===== src/rtl/id_issue_ctrl.sv =====
// id_issue_ctrl -- ID-stage issue controller.
// A per-register write scoreboard stalls RAW hazards in ID. Serialising
// instructions (CSR/ertn/syscall/break) drain the pipe before and after
// themselves. The controller also owns the ID->EX valid/allowin handshake.
// Optional feature macro: ID_CSR_SERIAL_EN (enables DRAIN/SERIAL sequencing;
// when undefined, serial is ignored and the FSM stays in RUN).
//
// Ports:
//   clk, resetn                      clock, synchronous active-low reset
//   id_valid, ex_allowin             handshake inputs
//   reg_{j,k,d}, reg_{j,k,d}_ren     source indices and read enables
//   dest_we, dest, serial            decoded instruction attributes
//   wb_valid, wb_we, wb_dest         retire port
//   flush                            WB flush, kills everything in flight
//   id_ready_go, id_allowin          ID stage handshake outputs
//   id_to_ex_valid                   issue strobe
//   stall_cause                      00 none, 01 RAW, 10 serialise, 11 full
//   inflight_cnt                     issued-not-retired count
//
// state     | meaning
// ST_RUN    | normal issue, scoreboard-gated
// ST_DRAIN  | serial instr waiting for older instructions to retire
// ST_SERIAL | serial instr in flight, younger instructions held
module id_issue_ctrl #(
  parameter int MAX_INFLIGHT = 4,
  parameter int CNT_W        = 3
) (
  input  logic             clk,
  input  logic             resetn,
  input  logic             id_valid,
  input  logic             ex_allowin,
  input  logic [4:0]       reg_j,
  input  logic [4:0]       reg_k,
  input  logic [4:0]       reg_d,
  input  logic             reg_j_ren,
  input  logic             reg_k_ren,
  input  logic             reg_d_ren,
  input  logic             dest_we,
  input  logic [4:0]       dest,
  input  logic             serial,
  input  logic             wb_valid,
  input  logic             wb_we,
  input  logic [4:0]       wb_dest,
  input  logic             flush,
  output logic             id_ready_go,
  output logic             id_allowin,
  output logic             id_to_ex_valid,
  output logic [1:0]       stall_cause,
  output logic [CNT_W-1:0] inflight_cnt
);

  typedef enum logic [1:0] {
    ST_RUN    = 2'd0,
    ST_DRAIN  = 2'd1,
    ST_SERIAL = 2'd2
  } state_t;

  state_t           state, state_nxt;
  logic [CNT_W-1:0] pend [32];
  logic [CNT_W-1:0] inflight_q, cnt_nxt;
  logic [31:0]      pend_inc, pend_dec;
  logic             serial_in, wb_ret;
  logic             full, raw, serial_block, ready, issue;

`ifdef ID_CSR_SERIAL_EN
  assign serial_in = serial;
`else
  logic unused_serial;
  assign unused_serial = serial;
  assign serial_in     = 1'b0;
`endif

  // A retire coinciding with a flush is discarded.
  assign wb_ret = wb_valid & ~flush;

  // State register
  always_ff @(posedge clk) begin
    if (!resetn) state <= ST_RUN;
    else         state <= state_nxt;
  end

  // Next-state logic
  always_comb begin
    state_nxt = state;
    case (state)
      ST_RUN: begin
        if (id_valid && serial_in) begin
          if (issue)                   state_nxt = ST_SERIAL;
          else if (inflight_q != '0)   state_nxt = ST_DRAIN;
        end
      end
      ST_DRAIN:  if (issue)            state_nxt = ST_SERIAL;
      // Leave as soon as the count is about to hit zero so RUN resumes
      // the cycle after the serial instruction retires.
      ST_SERIAL: if (cnt_nxt == '0)    state_nxt = ST_RUN;
      default:                         state_nxt = ST_RUN;
    endcase
    if (flush) state_nxt = ST_RUN;
  end

  // Output / handshake logic
  always_comb begin
    case (state)
      ST_RUN:   serial_block = serial_in && (inflight_q != '0);
      // The held serial instruction may go once everything older retired.
      ST_DRAIN: serial_block = (inflight_q != '0);
      default:  serial_block = 1'b1;
    endcase

    // A same-cycle retire frees a slot, but does not clear RAW hazards.
    full = (inflight_q == CNT_W'(MAX_INFLIGHT)) && !wb_valid;

    raw = 1'b0;
    if (reg_j_ren && (reg_j != 5'd0) && (pend[reg_j] != '0)) raw = 1'b1;
    if (reg_k_ren && (reg_k != 5'd0) && (pend[reg_k] != '0)) raw = 1'b1;
    if (reg_d_ren && (reg_d != 5'd0) && (pend[reg_d] != '0)) raw = 1'b1;

    ready = !full && !raw && !serial_block;
    issue = id_valid && ready && ex_allowin && !flush && resetn;

    stall_cause = 2'b00;
    if (resetn && id_valid) begin
      if (full)              stall_cause = 2'b11;
      else if (serial_block) stall_cause = 2'b10;
      else if (raw)          stall_cause = 2'b01;
    end
  end

  assign id_ready_go    = ready;
  assign id_allowin     = !id_valid || (ready && ex_allowin);
  assign id_to_ex_valid = issue;
  assign inflight_cnt   = inflight_q;

  // In-flight counter; an illegal retire at zero holds the count at 0.
  always_comb begin
    cnt_nxt = inflight_q;
    case ({issue, wb_ret})
      2'b10:   cnt_nxt = inflight_q + 1'b1;
      2'b01:   if (inflight_q != '0) cnt_nxt = inflight_q - 1'b1;
      default: cnt_nxt = inflight_q;
    endcase
    if (flush) cnt_nxt = '0;
  end

  always_ff @(posedge clk) begin
    if (!resetn) inflight_q <= '0;
    else         inflight_q <= cnt_nxt;
  end

  // Scoreboard. Bit 0 of the strobes is never set, so r0 stays clear.
  always_comb begin
    pend_inc = '0;
    pend_dec = '0;
    if (issue && dest_we && (dest != 5'd0))         pend_inc[dest]    = 1'b1;
    if (wb_ret && wb_we && (wb_dest != 5'd0))       pend_dec[wb_dest] = 1'b1;
  end

  always_ff @(posedge clk) begin
    if (!resetn || flush) begin
      for (int i = 0; i < 32; i++) pend[i] <= '0;
    end else begin
      for (int i = 0; i < 32; i++) begin
        case ({pend_inc[i], pend_dec[i]})
          2'b10:   pend[i] <= pend[i] + 1'b1;
          2'b01:   if (pend[i] != '0) pend[i] <= pend[i] - 1'b1;
          default: pend[i] <= pend[i];
        endcase
      end
    end
  end

  a_no_retire_when_empty: assert property (@(posedge clk)
    disable iff (!resetn || flush) wb_valid |-> (inflight_q != '0));

  a_no_pend_underflow: assert property (@(posedge clk)
    disable iff (!resetn || flush)
    (wb_valid && wb_we && (wb_dest != 5'd0)) |-> (pend[wb_dest] != '0));

endmodule

===== config.mk =====
export PLATFORM = sky130hd
export DESIGN_NAME = id_issue_ctrl
export DESIGN_NICKNAME = d
export VERILOG_FILES = /design/src/rtl/id_issue_ctrl.sv
export SDC_FILE = /design/constraint.sdc
export NUM_CORES = 1
export LEC_CHECK = 0
export BUFFER_PORTS_ARGS = -buffer_cell sky130_fd_sc_hd__buf_2
export CAP_MARGIN = 40
export CORE_MARGIN = 2
export CORE_UTILIZATION = 59
export DETAILED_ROUTE_END_ITERATION = 12
export PLACE_DENSITY = 0.78
export SLEW_MARGIN = 30
export SYNTH_ARGS = -nofsm -noshare
export SYNTH_HDL_FRONTEND = slang
export SYNTH_SLANG_ARGS = --single-unit

===== constraint.sdc =====
create_clock -name clk -period 11 [get_ports clk]
set_input_delay 0.55 -clock clk [delete_from_list [all_inputs] [get_ports clk]]
set_output_delay 0.55 -clock clk [all_outputs]
set_load 0.005 [all_outputs]

==> results of run 1 <==
## state kept, by name, summed over array words and instances, names as in the netlist
register and flops:
pend 96, inflight_cnt 3
## logic make-up (layout without fill, tap and decap cells)
kind of cell               count (synthesis)  count (layout)  share of synthesized area
AOI/OAI and AO/OA                        171             171                      0.123
xor gates and xnor gates                  44              44                     0.0418
adders and majority gates                 99              99                      0.161
buffers and inverters                    153             175                     0.0680
DFF                                       99              99                      0.319
muxes                                     25              25                     0.0437
other                                      2               4                   0.000815
and+or+nand+nor                          460             460                      0.243
## power groups by stage
| stage | registers (mW) | clock network [mW] | logic (mW) |
|---|---|---|---|
| after floorplan | 0.474 | 0 | 0.145 |
| after global placement | 0.481 | 0 | 0.193 |
| after detailed placement | 0.482 | 0 | 0.198 |
| after CTS | 0.474 | 0.353 | 0.200 |
| after global routing | 0.479 | 0.364 | 0.223 |
| final | 0.475 | 0.350 | 0.203 |
## metrics by stage
stage / hold WS (ns) / instances / util / cell area (sq um)
floorplan: 0.520 / 1055 / - / 9220
global placement: 0.558 / 1272 / 0.625 / 9540
detailed placement: 0.571 / 1272 / 0.626 / 9550
CTS: 0.583 / 1288 / 0.646 / 9860
global route: 0.600 / 1288 / 0.646 / 9860
finish: 0.574 / 1288 / 0.646 / 9860
## area by class of cell
cell class                 count  share of cell area
sequential                    99               0.298
inverter                     113              0.0430
clock buffer                   9              0.0228
timing repair buffer          46              0.0241
tap                          211              0.0268
multi-input combinational    803               0.576
clock inverter                 7             0.00926
## Yosys cell counts (4+ instances only)
master / n / area [sq um]
nor2_1: 155 / 582
nand2_1: 127 / 477
inv_1: 111 / 417
edfxtp_1: 96 / 2880
ha_1: 67 / 838
o21ai_0: 50 / 250
nor3_1: 35 / 175
a21oi_1: 33 / 165
fa_1: 32 / 641
xor2_1: 27 / 236
clkbuf_1: 26 / 97.6
o31ai_1: 26 / 195
a211oi_1: 23 / 173
or3_1: 20 / 125
nor2b_1: 19 / 119
nand3_1: 17 / 85.1
xnor2_1: 17 / 149
mux4_2: 12 / 270
nor4_1: 12 / 75.1
mux2i_1: 11 / 110
and2_1: 10 / 62.6
and3_1: 7 / 43.8
nor2_2: 7 / 43.8
o2111ai_1: 7 / 61.3
buf_2: 6 / 30.0
nor4b_1: 6 / 52.6
a2111oi_0: 5 / 43.8
nor3b_1: 5 / 37.5
and3b_1: 4 / 35.0
nand3b_1: 4 / 30.0
o211ai_1: 4 / 30.0
or4b_2: 4 / 40.0
## routing by layer
metal,track usage,vias up
met5,0,-
met4,0.113,0
met3,0.0690,41
met2,0.467,362
met1,0.399,3705
li1,-,3708
## critical path: cells and delay by family, from the launching register on
kind / cells / cell delay [ns]
AO/OA/AOI/OAI: 6 / 1.01
XOR/XNOR: 1 / 0.16
adder cells (fa/ha/maj): 2 / 0.51
buffers and inverters: 1 / 0.27
flip-flops: 1 / 0.42
AND/OR/NAND/NOR: 8 / 2.54
## worst max-delay path by stage
| stage | from | end | cells past startpoint | slack [ns] |
|---|---|---|---|---|
| 2_1_floorplan | reg_d[1] | pend[11][2]$_SDFFCE_PN0P_ | 19 | 6.93 |
| 3_3_place_gp | reg_j[0] | pend[10][2]$_SDFFCE_PN0P_ | 19 | 5.85 |
| 3_5_place_dp | reg_d[0] | pend[10][2]$_SDFFCE_PN0P_ | 19 | 5.75 |
| 4_1_cts | pend[11][0]$_SDFFCE_PN0P_ | pend[10][2]$_SDFFCE_PN0P_ | 18 | 6.01 |
| 5_1_grt | pend[11][0]$_SDFFCE_PN0P_ | pend[10][2]$_SDFFCE_PN0P_ | 18 | 5.74 |
| 6_report | pend[11][0]$_SDFFCE_PN0P_ | pend[10][2]$_SDFFCE_PN0P_ | 18 | 5.93 |
==> flow_metrics.env, run 1 <==
export IMPL_core_sq_um=15300
export IMPL_met1_length_microns=9730
export IMPL_slew_headroom=0.440
export IMPL_routed_top_layer="met4"
export IMPL_n_antenna_cell=0
export IMPL_ys_async_sr_fraction=0
export IMPL_drv_slew=0
export IMPL_p_comb_frac=0.197
export IMPL_cts_buffer_depth=2
export IMPL_power_frac_clock=0.340
export IMPL_synth_edf_count=96
export IMPL_gp_congestion=0.917
export IMPL_hold_path_class="reg -> reg"
export IMPL_num_rows=45
export IMPL_final_seq_area_sq_um=2940
export IMPL_drive_gt1_frac=0.106
export IMPL_multiInputGateArea_sq_um=5680
export IMPL_grt_max_degree=84
export IMPL_finalPower_mw=1.03
export IMPL_yosys_most_used_dff="edfxtp_1"
export IMPL_p_leak_nw=3.88
export IMPL_pin_count=45
export IMPL_postSynthAreaPerCell_sq_um=8.75
export IMPL_r2r_start="pend[11][0]$_SDFFCE_PN0P_"
export IMPL_htreeDepth=3
export IMPL_fin_crit_sh=0.461
export IMPL_holdPathStages=1
export IMPL_insertion_delay_ns=0.37
export IMPL_antenna_left=0
export IMPL_grt_pass1_vias=7737
export IMPL_p_per_area_nw_per_um2=104
export IMPL_synth_cells=1053
export IMPL_final_common_cell="nor2_1"
export IMPL_max_freq_mhz=197
export IMPL_grt_pass1_wl_microns=38000
export IMPL_worstPathMaxFanout=12
export IMPL_p_sw_uw=301
export IMPL_status="completed"
export IMPL_hpwl_microns=17100
export IMPL_cts_root_buf="clkbuf_16"
export IMPL_cts_made_buffers=9
export IMPL_synth_ff_latch_count=99
export IMPL_via_count=7816
export IMPL_overflow=0
export IMPL_worst_ep_arrival_time_ns=5.27
export IMPL_setup_viol_count_final=0
export IMPL_via_per_inst=6.07
export IMPL_cts_num_sinks=99
export IMPL_die_area_sq_um=16600
export IMPL_pwr_share_seq=0.462
export IMPL_hold_path_endpoint="inflight_cnt[0]$_SDFFE_PN0P_"
export IMPL_fin_ws_ns=5.93
export IMPL_switching_share=0.293
export IMPL_holdBufCountCts=0
export IMPL_tightest_slew_ns=0.840
export IMPL_cp_end_kind="flop"
export IMPL_min_period_ns=5.07
export IMPL_rr_endpoint="pend[10][2]$_SDFFCE_PN0P_"
export IMPL_intPower_uw=726
export IMPL_drtIter0Drc=844
export IMPL_die_y_microns=129
export IMPL_cpMaxStageDelayCell="or4_2"
export IMPL_track_usage=0.296
export IMPL_worstHoldStart="inflight_cnt[0]$_SDFFE_PN0P_"
export IMPL_yosys_warnings=0
export IMPL_setup_tns_ns=0
export IMPL_hold_violations=0
export IMPL_synth_distinct_cells=70
export IMPL_wl_per_cell_microns=18.0
export IMPL_post_cts_resized=0
export IMPL_maxCapViolations=0
export IMPL_dr_wl_met2_microns=10400
export IMPL_fin_nets=1208
export IMPL_port_buffers=43
export IMPL_cpPeakStageDelay_ns=0.63
export IMPL_initial_core_util=0.604
export IMPL_fill_cells=1302
export IMPL_rrSetupSlack_ns=5.93
export IMPL_antenna_found_initial=0
export IMPL_setup_worst_path_class="reg -> reg"
export IMPL_mappedNetlistArea_sq_um=9210
export IMPL_rsz0062_at_grt="false"
export IMPL_route_detailed_drc=0
export IMPL_fin_skew_ns=0.0126
export IMPL_mostFrequentLayoutCells="nor2_1 (155), nand2_1 (127), inv_1 (111), edfxtp_1 (96), ha_1 (67)"
export IMPL_cts_setup_buffers=0
export IMPL_crit_chain="nor3_2, a2111oi_0, or4_2, a211o_1, a2bb2oi_2, nand3_2, inv_2, and4b_1, nand2_1, ha_1, nor2b_1, nand2_1, fa_1, xor2_1, nand2_1, o31ai_1, o21ai_0, a21oi_1"
export IMPL_worstPathRequired_ns=11.20
export IMPL_fp_dieW_microns=129
export IMPL_yosysSeqAreaShare=0.319
export IMPL_vdd_drop_max_mv=0.0714
export IMPL_met3_length_microns=2570
export IMPL_r2r_cells=18
export IMPL_crit_top_cell="nand2_1"
export IMPL_dr_pass1_iters=6
export IMPL_path_clk_slew_ns=0.07
export IMPL_routed_wl_microns=23200
export IMPL_area_growth_syn_to_layout_pct=7.03
export IMPL_dpl_worst_slack_ns=5.75
export IMPL_crit_path_start_kind="flop"
export IMPL_cts_tree="built"
Power figures use the tool's default switching activity.
==> run 2: changes to the inputs <==
- clock period: 11 -> 4.8 ns (I/O delays scaled with it)
==> run 2 against run 1 <==
Critical path depth unchanged. Fmax increased by 15%. Non-clock buffer count increased by 14. Worst hold slack got worse by 0.16 ns. Sequential share of layout area decreased by 0.29 points. Wire length increased by 2.5%. Register-to-register slack got worse by 5.6 ns. Sequential cell count unchanged. Total power increased by 120%. Critical path type unchanged. Largest power group unchanged. Highest routed layer unchanged.
==> flow_metrics.env, run 2 (synthesis gave the netlist of run 1 again) <==
export IMPL_max_freq_mhz=226
export IMPL_crit_chain="nor4_1, a211oi_1, or4_2, a211o_1, a2bb2oi_2, nand3_2, inv_2, and4_1, nand2_1, ha_1, nor2b_1, nand2_1, fa_1, xor2_1, nand2_1, o31ai_1, o21ai_0, a21oi_1"
export IMPL_grt_pass1_wl_microns=38000
export IMPL_antenna_left=0
export IMPL_regMostFlops="pend"
export IMPL_fin_nets=1222
export IMPL_routed_wl_microns=23800
export IMPL_num_rows=45
export IMPL_p_per_area_nw_per_um2=231
export IMPL_path_clk_slew_ns=0.08
export IMPL_wl_per_cell_microns=18.3
export IMPL_slew_headroom=0.391
export IMPL_grt_pass1_vias=7641
export IMPL_via_count=7892
export IMPL_fin_util=0.653
export IMPL_cts_num_sinks=99
export IMPL_drive_gt1_frac=0.119
export IMPL_p_leak_nw=3.94
export IMPL_fin_area_sq_um=9960
export IMPL_status="completed"
export IMPL_hold_violations=0
export IMPL_startpoint="pend[0][0]$_SDFFCE_PN0P_"
export IMPL_fin_crit_sh=0.922
export IMPL_final_common_cell="nor2_1"
export IMPL_place_area_sq_um=9630
export IMPL_gp_congestion=0.952
export IMPL_hpwl_microns=17600
export IMPL_holdBufCountCts=0
export IMPL_fp_dieW_microns=129
export IMPL_drtIter0Drc=905
export IMPL_vdd_drop_max_mv=0.173
export IMPL_cts_tree="built"
export IMPL_setup_tns_ns=0
export IMPL_pin_count=45
export IMPL_overflow=0
export IMPL_dr_pass1_iters=7
export IMPL_insertion_delay_ns=0.37
export IMPL_cts_made_buffers=9
export IMPL_critPathBufInv=1
export IMPL_timing_hold_ws_ns=0.415
export IMPL_crit_path_start_kind="flop"
export IMPL_maxCapViolations=0
export IMPL_cts_buffer_depth=2
export IMPL_setup_worst_path_class="reg -> reg"
export IMPL_r2r_start="pend[0][0]$_SDFFCE_PN0P_"
export IMPL_fin_ws_ns=0.375
export IMPL_crit_top_cell="nand2_1"
export IMPL_worstPathRequired_ns=5.01
export IMPL_core_sq_um=15300
export IMPL_area_growth_syn_to_layout_pct=8.08
export IMPL_track_usage=0.297
export IMPL_drv_slew=0
export IMPL_mostFrequentLayoutCells="nor2_1 (155), nand2_1 (127), inv_1 (111), edfxtp_1 (96), ha_1 (67)"
export IMPL_setup_viol_count_final=0
export IMPL_min_period_ns=4.43
export IMPL_cpMaxStageDelayCell="or4_2"
export IMPL_die_y_microns=129
export IMPL_grt_max_degree=84
export IMPL_worst_ep_arrival_time_ns=4.63
export IMPL_dpl_worst_slack_ns=0.263
export IMPL_tightest_slew_ns=0.900
export IMPL_antenna_found_initial=0
export IMPL_critical_path_top_delay_family="simple AND/OR/NAND/NOR gates"
export IMPL_largest_reg_flops=96
export IMPL_cts_root_buf="clkbuf_16"
export IMPL_port_buffers=43
export IMPL_rrSetupSlack_ns=0.37
export IMPL_cpPeakStageDelay_ns=0.65
export IMPL_n_antenna_cell=0
export IMPL_route_detailed_drc=0
export IMPL_die_area_sq_um=16600
export IMPL_hold_path_class="in -> reg"
export IMPL_worstHoldStart="flush"
export IMPL_htreeDepth=3
export IMPL_cp_end_kind="flop"
export IMPL_rsz0062_at_grt="false"
export IMPL_initial_core_util=0.604
export IMPL_worstPathMaxFanout=10
export IMPL_fin_skew_ns=0.0104
export IMPL_via_per_inst=6.06
## run 2: cell types whose count changed in the layout (fill, tap and decap cells not counted), moves of 2 or more
cell	before	now
buf_4	3	16
bufinv_16	2	0
clkinv_4	0	4
clkinv_2	3	0
## run 2: worst reg2reg max path, stage by stage, from the launching register on
cell and delay [ns]:
edfxtp_1 0.44, nor4_1 0.44, a211oi_1 0.12, or4_2 0.65, a211o_1 0.27, a2bb2oi_2 0.18, nand3_2 0.13, inv_2 0.19
and4_1 0.37, nand2_1 0.10, ha_1 0.25, nor2b_1 0.21, nand2_1 0.11, fa_1 0.24, xor2_1 0.16, nand2_1 0.07
o31ai_1 0.07, o21ai_0 0.13, a21oi_1 0.14
## run 2: layout make-up
cell class / count / area [sq um]
Sequential cell: 99 / 2940
Inverter: 113 / 424
Clock inverter: 7 / 62.6
Tap cell: 211 / 264
Multi-Input combinational cell: 803 / 5680
Fill cell: 1282 / 5300
Clock buffer: 9 / 225
Timing Repair Buffer: 60 / 363
## run 2: repair_timing
action | CTS | global route
setup endpoints to repair | 0 | 9
gates resized for setup | 0 | 5
buffers inserted | 0 | 0
## run 2: final timing paths
check	end	cells past startpoint
worst max register to register	pend[7][2]$_SDFFCE_PN0P_	18
worst min-delay path	inflight_cnt[0]$_SDFFE_PN0P_	5
worst max-delay path	pend[7][2]$_SDFFCE_PN0P_	18
worst min register to register	inflight_cnt[0]$_SDFFE_PN0P_	1
## run 2: through the flow
step                power (mW)  instances
global placement          1.55       1285
CTS                       2.28       1301
detailed placement        1.57       1285
finish                    2.30       1302
floorplan                 1.42       1055
global route              2.39       1302
## run 2: layer usage
layer	wire [microns]	global-route usage
met5	0	0
met4	819	0.127
met3	2550	0.0653
met2	10500	0.462
met1	9900	0.404
## run 2: power breakdown
group | switching (mW) | internal (mW)
logic | 0.288 | 0.190
clock network | 0.369 | 0.361
registers | 0.0628 | 1.03
total | 0.720 | 1.58
